$ cat src/rtl/bus_demux.sv
// bus_demux: steers one LSU request to data RAM (t0) or MMIO (t1); one transaction in flight.
// Optional WAIT watchdog with DEAD_BEEF error response: define BUS_DEMUX_TIMEOUT_EN.
//   state | meaning
//   IDLE  | req_ready high, latch request on req_valid
//   ISSUE | t[sel]_valid high until t[sel]_ready
//   WAIT  | await t[sel]_rvalid (or watchdog expiry)
//   RESP  | one-cycle resp_valid pulse
module bus_demux #(
  parameter logic [31:0] T1_BASE        = 32'h1000_0000,
  parameter logic [31:0] T1_MASK        = 32'hF000_0000,
  parameter int unsigned TIMEOUT_CYCLES = 16
) (
  input  logic        clk,
  input  logic        rst_n,
  input  logic        req_valid,
  output logic        req_ready,
  input  logic [31:0] req_addr,
  input  logic        req_we,
  input  logic [31:0] req_wdata,
  input  logic [3:0]  req_wstrb,
  output logic        resp_valid,
  output logic [31:0] resp_rdata,
  output logic        resp_err,
  output logic        t0_valid,
  input  logic        t0_ready,
  output logic [31:0] t0_addr,
  output logic        t0_we,
  output logic [31:0] t0_wdata,
  output logic [3:0]  t0_wstrb,
  input  logic        t0_rvalid,
  input  logic [31:0] t0_rdata,
  output logic        t1_valid,
  input  logic        t1_ready,
  output logic [31:0] t1_addr,
  output logic        t1_we,
  output logic [31:0] t1_wdata,
  output logic [3:0]  t1_wstrb,
  input  logic        t1_rvalid,
  input  logic [31:0] t1_rdata
);

  localparam logic [1:0] S_IDLE  = 2'd0;
  localparam logic [1:0] S_ISSUE = 2'd1;
  localparam logic [1:0] S_WAIT  = 2'd2;
  localparam logic [1:0] S_RESP  = 2'd3;

  // The watchdog counter is 8 bits wide, so the last count must fit.
  if (TIMEOUT_CYCLES < 1 || TIMEOUT_CYCLES > 256) begin : g_bad_timeout
    $error("bus_demux: TIMEOUT_CYCLES must be in 1..256");
  end

  logic [1:0]  state_q, state_d;
  logic [31:0] addr_q, addr_d;
  logic [31:0] wdata_q, wdata_d;
  logic [31:0] rdata_q, rdata_d;
  logic [3:0]  wstrb_q, wstrb_d;
  logic        we_q, we_d;
  logic        sel_q, sel_d;

  logic        tgt_ready;
  logic        tgt_rvalid;
  logic [31:0] tgt_rdata;

`ifdef BUS_DEMUX_TIMEOUT_EN
  localparam logic [7:0] CNT_LAST = 8'(TIMEOUT_CYCLES - 1);
  logic [7:0] cnt_q, cnt_d;
  logic       err_q, err_d;
`endif

  assign tgt_ready  = sel_q ? t1_ready  : t0_ready;
  assign tgt_rvalid = sel_q ? t1_rvalid : t0_rvalid;
  assign tgt_rdata  = sel_q ? t1_rdata  : t0_rdata;

  always_comb begin
    state_d = state_q;
    addr_d  = addr_q;
    wdata_d = wdata_q;
    wstrb_d = wstrb_q;
    we_d    = we_q;
    sel_d   = sel_q;
    rdata_d = rdata_q;
`ifdef BUS_DEMUX_TIMEOUT_EN
    cnt_d   = cnt_q;
    err_d   = err_q;
`endif
    case (state_q)
      S_IDLE: begin
        if (req_valid) begin
          addr_d  = req_addr;
          wdata_d = req_wdata;
          wstrb_d = req_wstrb;
          we_d    = req_we;
          sel_d   = ((req_addr & T1_MASK) == T1_BASE);
          state_d = S_ISSUE;
        end
      end
      S_ISSUE: begin
        if (tgt_ready) begin
          state_d = S_WAIT;
`ifdef BUS_DEMUX_TIMEOUT_EN
          cnt_d   = 8'd0;
`endif
        end
      end
      S_WAIT: begin
        // A completion arriving on the expiry cycle still counts as a normal response.
        if (tgt_rvalid) begin
          rdata_d = tgt_rdata;
          state_d = S_RESP;
`ifdef BUS_DEMUX_TIMEOUT_EN
          err_d   = 1'b0;
`endif
        end
`ifdef BUS_DEMUX_TIMEOUT_EN
        else if (cnt_q == CNT_LAST) begin
          rdata_d = 32'hDEAD_BEEF;
          err_d   = 1'b1;
          state_d = S_RESP;
        end else begin
          cnt_d = cnt_q + 8'd1;
        end
`endif
      end
      S_RESP:  state_d = S_IDLE;
      default: state_d = S_IDLE;
    endcase
  end

  always_ff @(posedge clk or negedge rst_n) begin
    if (!rst_n) begin
      state_q <= S_IDLE;
      addr_q  <= 32'd0;
      wdata_q <= 32'd0;
      wstrb_q <= 4'd0;
      we_q    <= 1'b0;
      sel_q   <= 1'b0;
      rdata_q <= 32'd0;
    end else begin
      state_q <= state_d;
      addr_q  <= addr_d;
      wdata_q <= wdata_d;
      wstrb_q <= wstrb_d;
      we_q    <= we_d;
      sel_q   <= sel_d;
      rdata_q <= rdata_d;
    end
  end

`ifdef BUS_DEMUX_TIMEOUT_EN
  always_ff @(posedge clk or negedge rst_n) begin
    if (!rst_n) begin
      cnt_q <= 8'd0;
      err_q <= 1'b0;
    end else begin
      cnt_q <= cnt_d;
      err_q <= err_d;
    end
  end
  assign resp_err = err_q;
`else
  assign resp_err = 1'b0;
`endif

  assign req_ready  = (state_q == S_IDLE);
  assign resp_valid = (state_q == S_RESP);
  assign resp_rdata = rdata_q;

  assign t0_valid = (state_q == S_ISSUE) && !sel_q;
  assign t1_valid = (state_q == S_ISSUE) &&  sel_q;
  assign t0_addr  = addr_q;
  assign t0_we    = we_q;
  assign t0_wdata = wdata_q;
  assign t0_wstrb = wstrb_q;
  assign t1_addr  = addr_q;
  assign t1_we    = we_q;
  assign t1_wdata = wdata_q;
  assign t1_wstrb = wstrb_q;

endmodule

$ cat config.mk
export PLATFORM = sky130hd
export DESIGN_NAME = bus_demux
export DESIGN_NICKNAME = d
export VERILOG_FILES = /design/src/rtl/bus_demux.sv
export SDC_FILE = /design/constraint.sdc
export NUM_CORES = 1
export LEC_CHECK = 0
export ABC_CLOCK_PERIOD_IN_PS = 1800
export CAP_MARGIN = 20
export CORE_MARGIN = 5
export CORE_UTILIZATION = 28
export CTS_CLUSTER_SIZE = 28
export DETAILED_ROUTE_END_ITERATION = 16
export PLACE_DENSITY = 0.67
export SYNTH_ARGS = -nofsm -noshare
export SYNTH_HDL_FRONTEND = slang
export SYNTH_SLANG_ARGS = --single-unit
export TNS_END_PERCENT = 10
$ cat constraint.sdc
create_clock -name clk -period 1.8 [get_ports clk]
set_clock_uncertainty 0.05 [all_clocks]
set_input_delay 0.36 -clock clk [delete_from_list [all_inputs] [get_ports clk]]
set_output_delay 0.36 -clock clk [all_outputs]
set_load 0.02 [all_outputs]
After elaboration in Yosys (flattened, before gate mapping)
Cells that the tools add are included.
{"block": "totals", "reg_bits": 104, "wordCells": 28}
{"block": "classes", "muxes": 7, "n_reduce_logical": 7, "n_eq_ne": 7}
{"operator": "2-to-1 mux 32 bit", "count": 1}
{"operator": "case mux 2 bit (4 select lines)", "count": 1}
{"operator": "2-to-1 mux 2 bit", "count": 3}
{"operator": "!= test 2 bit (second input constant)", "count": 3}
{"operator": "== test 2 bit (second input constant)", "count": 2}
{"operator": "== test 4 x 1 -> 1 bit (second input constant)", "count": 1}
{"operator": "AND reduction 2 bit", "count": 2}
{"operator": "AND reduction 3 bit", "count": 1}
{"operator": "== test 2 x 1 -> 1 bit (second input constant)", "count": 1}
{"operator": "logical AND 1 bit", "count": 2}
{"operator": "logical NOT 2 bit", "count": 1}
{"operator": "2-to-1 mux 1 bit", "count": 2}
{"operator": "logical NOT 1 bit", "count": 1}

Depth between registers and ports, before layout
Gate-level depths: netlist of the first run.
{"block": "depth", "word_depth": 3, "mapped_depth": 6}

Worst setup path after synthesis of the first run
OpenSTA, ideal clock, no wires.
{"block": "synth_path", "kind": "flip-flop to flip-flop", "startpoint": "reg state_q[0]", "endpoint": "reg addr_q[0], in the netlist t0_addr[0]", "n_path_buf": 1, "period_less_slack_ns": 1.641, "arrival_time_ns": 1.467, "stages_incl_launch_ff": 6, "setup_slack_ns": 0.159, "setup_ns": 0.125, "path_cell_list": "dfrtp_1 -> inv_1 -> ha_1 -> nand2_1 -> buf_2 -> mux2_2"}
{"block": "synth_between", "elab_chain_cells": 2}
{"item": "start: declaration", "line": "52", "rtl": "logic [1:0] state_q, state_d;"}
{"item": "start signal: assignment", "line": "139", "rtl": "state_q <= state_d;"}
{"item": "logical NOT 2 bit"}
{"item": "named net req_ready", "line": "16", "rtl": "output logic req_ready,"}
{"item": "AND reduction 2 bit (no source line)"}
{"item": "end signal: assignment", "line": "140", "rtl": "addr_q <= addr_d;"}
{"item": "end: declaration", "line": "53", "rtl": "logic [31:0] addr_q, addr_d;"}
The timed path passes the listed nets, and every way through them passes these cells.
A chain may end at the register's enable or synchronous reset.

Final worst setup path of the first run
{"block": "layout_path", "startpoint": "reg wdata_q[28], in the netlist t0_wdata[28]", "endpoint": "out t1_wdata[28]"}
{"item": "start: declaration", "line": "54", "rtl": "logic [31:0] wdata_q, wdata_d;"}
{"item": "start signal: assignment", "line": "141", "rtl": "wdata_q <= wdata_d;"}
{"item": "end: declaration", "line": "36", "rtl": "output logic [31:0] t1_wdata,"}
No word-level cell between the ends.

==> qor.yml, run 1 <==
status:
  run_status: "finished, final reports clean"
final_layout:
  most_common_library_cell_in_the_layout_ignoring_fill_and_taps: "clkdlybuf4s50_1"
  post_route_cells_drive_above_1_share: 0.1706
  antenna_cells_inserted: 0
  layout_common_cells: "255 x clkdlybuf4s50_1, 103 x dfrtp_1, 70 x mux2_2"
  nets_final: 774
  flow.area_growth_from_synthesis_pct: 67.96
clock_network:
  clk_pin_slew_ns: 0.08
  cts_hold_buffers: 0
  cts_tree: "done"
  post_cts_buffers: 0
  clk-insertion-delay-late_ns: 0.34
  cts_inserted_buffers: 9
  clock_tree.root_cell: "clkbuf_16"
  cts_htree_levels: 3
  cts.path.max_buffers: 2
  cts_resized: 31
  tritoncts_num_sinks: 104
grt:
  pin_count_of_the_biggest_net_entering_global_routing: 105
  grt-ovfl-total: 0
  grt_pass1_vias: 4107
  grt_antenna_before_repair: 0
  gr-usage-all-layers: 0.1397
  grt_pass1_wl_um: 22300
power_and_ir_drop:
  post-layout-total-power_mw: 15.89
  seq_power_share: 0.276
  p_sw_mw: 6.364
  internal_power_mw: 9.523
  clock_power_share: 0.136
  vdd.ir_drop.worst_mv: 0.9221
  power_density_nw_per_um2: 1934
  cellLeakagePower_nw: 3.616
  p_sw_frac: 0.4006
  power.combinational.fraction: 0.588
worst_setup_path:
  crit_cells: 1
  criticalPathCategory: "reg -> out"
  worst-path-buf-inv: 1
  startpoint_type: "flop"
  worst-path-max-fanout: 3
  critical-path-top-delay-family: "buffers and inverters"
  worstRegToRegCells: 6
  crit_path_slowest_cell: "clkdlybuf4s50_1"
  worstPathCellList: "clkdlybuf4s50_1"
  end_kind: "output pin"
  cp_slowest_stage_delay_ns: 0.64
  required_ns: 1.39
  crit_arrival_ns: 1.37
routing:
  routed_wirelength_um: 14840
  drt-met1-wl_um: 5567
  wl_per_cell_um: 17.29
  drt_first_iter_violations: 112
  top_layer_used: "met4"
  route.vias.total: 3827
  met3_routed_length_um: 1494
  viasPerCell: 4.460
  detailedRoute.firstPassIterationCount: 4
  drc: 0
  antenna_violating_nets_post_route: 0
  total_length_of_routed_met2_wires_um: 7509
place:
  finalWeightedCongestion: 0.8082
  io_buffer_count: 313
  dpl_worst_slack_ns: -0.01991
  dp_hpwl_um: 11210
job:
  max_cap_violations: 0
floorplanning:
  core_region_area_um2: 17240
  core.rowCount: 48
  io_pins: 315
  chipHeight_um: 142.2
  starting_utilization_of_the_core_area: 0.2837
  floorplan.die_area_um2: 20210
  die_w_um: 142.2
timing:
  report.final.slew_viol_count: 0
  final_setup_viols: 0
  setup_ws_ns: 0.01898
  min_period_over_period: 0.9895
  finalCriticalPeriod_ns: 1.781
  max_slew_margin: 0.6269
  worstMarginPinSlew_ns: 0.5597
  final_hold_viol_count: 0
  rsz0062_at_grt: "true"
  timing.fmax_mhz: 561.5
logic_synthesis:
  syn_inst: 386
  yosysSeqAreaShare: 0.5322
  ys_seq_elements: 104
  syn-mean-instance-area_um2: 12.67
  synthDistinctLibCells: 22
  cell_area_after_technology_mapping_um2: 4890
  synth-warning-count: 0
  syn_nets: 531
hold_path:
  worstHoldPathType: "in -> async"
## through the flow
stage          utilization  hold slack (ns)  std cells  cell area, um2  TNS (ns)
3_5_place_dp        0.4536           0.4324        843            7819  -0.01991
6_report            0.4765          0.02845        858            8213         0
5_1_grt             0.4765          0.05454        858            8213  -0.03618
3_3_place_gp        0.4536           0.4252        843            7819  -0.01283
2_1_floorplan            -          0.01441        386            4890         0
4_1_cts             0.4708          0.04256        858            8115         0
## power by group through the flow
stage	Sequential (mW)	Clock, mW	Combinational [mW]
floorplan	5.71	0	4.33
global placement	4.37	0	9.61
detailed placement	4.44	0	9.68
CTS	4.42	2.25	9.55
global route	4.54	2.33	9.86
finish	4.38	2.15	9.35
## cells in the mapped netlist (all sizes together)
cell type | count | area [um2]
a21oi | 33 | 165.2
buf | 88 | 618.1
inv | 2 | 7.510
dfrtp | 104 | 2603
nand2 | 2 | 7.510
and2 | 1 | 6.260
a2111oi | 1 | 8.760
a221o | 1 | 10.01
ha | 5 | 62.56
or4b | 1 | 10.01
nor2b | 2 | 12.51
clkbuf | 7 | 26.28
mux2i | 34 | 340.3
o21ai | 1 | 5.000
a31oi | 32 | 200.2
conb | 1 | 3.750
mux2 | 71 | 803.3
## registers in the layout, summed over array words and instances (netlist names)
signal,count
resp_rdata,32
sel_q,1
state_q,2
t0_addr,32
t0_wdata,32
t0_we,1
t0_wstrb,4
## metal layers
metal,track usage,vias to the layer above
met1,0.1603,1831
met4,0.05253,0
met5,0,-
met3,0.04671,17
met2,0.2417,202
li1,-,1777
## worst paths after layout
path                              startpoint            to  slack, ns
worst max register to register    state_q[1]   t0_addr[14]       0.09
max in group asynchronous              rst_n         sel_q       1.24
min in group clk                 t0_wdata[8]   t0_wdata[8]       0.48
worst min-delay path                   rst_n   t0_wdata[7]       0.03
worst max-delay path            t0_wdata[28]  t1_wdata[28]       0.02
worst min register to register   t0_wdata[8]   t0_wdata[8]       0.48
## kinds of logic (layout without fill, tap and decap cells)
logic type      Yosys count  count (layout)  share of synthesized area
mux                     105             105                     0.2339
flops                   104             104                     0.5322
compound gates           68              68                    0.07958
other cells               1               1                  0.0007669
buf+inv                  97             344                     0.1333
fa+ha+maj                 5               5                    0.01279
simple gates              6               6                   0.007422
## layout make-up
| cell class | count | area, um2 |
|---|---|---|
| Clock inverter | 4 | 77.57 |
| Inverter | 2 | 7.507 |
| Tap cell | 225 | 281.5 |
| Sequential cell | 104 | 2604 |
| Multi-Input combinational cell | 185 | 1640 |
| Timing Repair Buffer | 327 | 3349 |
| Clock buffer | 11 | 252.7 |
| Fill cell | 1513 | 9024 |
Power figures use the tool's default switching activity.
==> inputs of run 2 (changes only) <==
Settings changed: SLEW_MARGIN set to 40.
==> results of run 2 <==
Same layout as run 1: the final DEF is identical, and so are final timing and power.
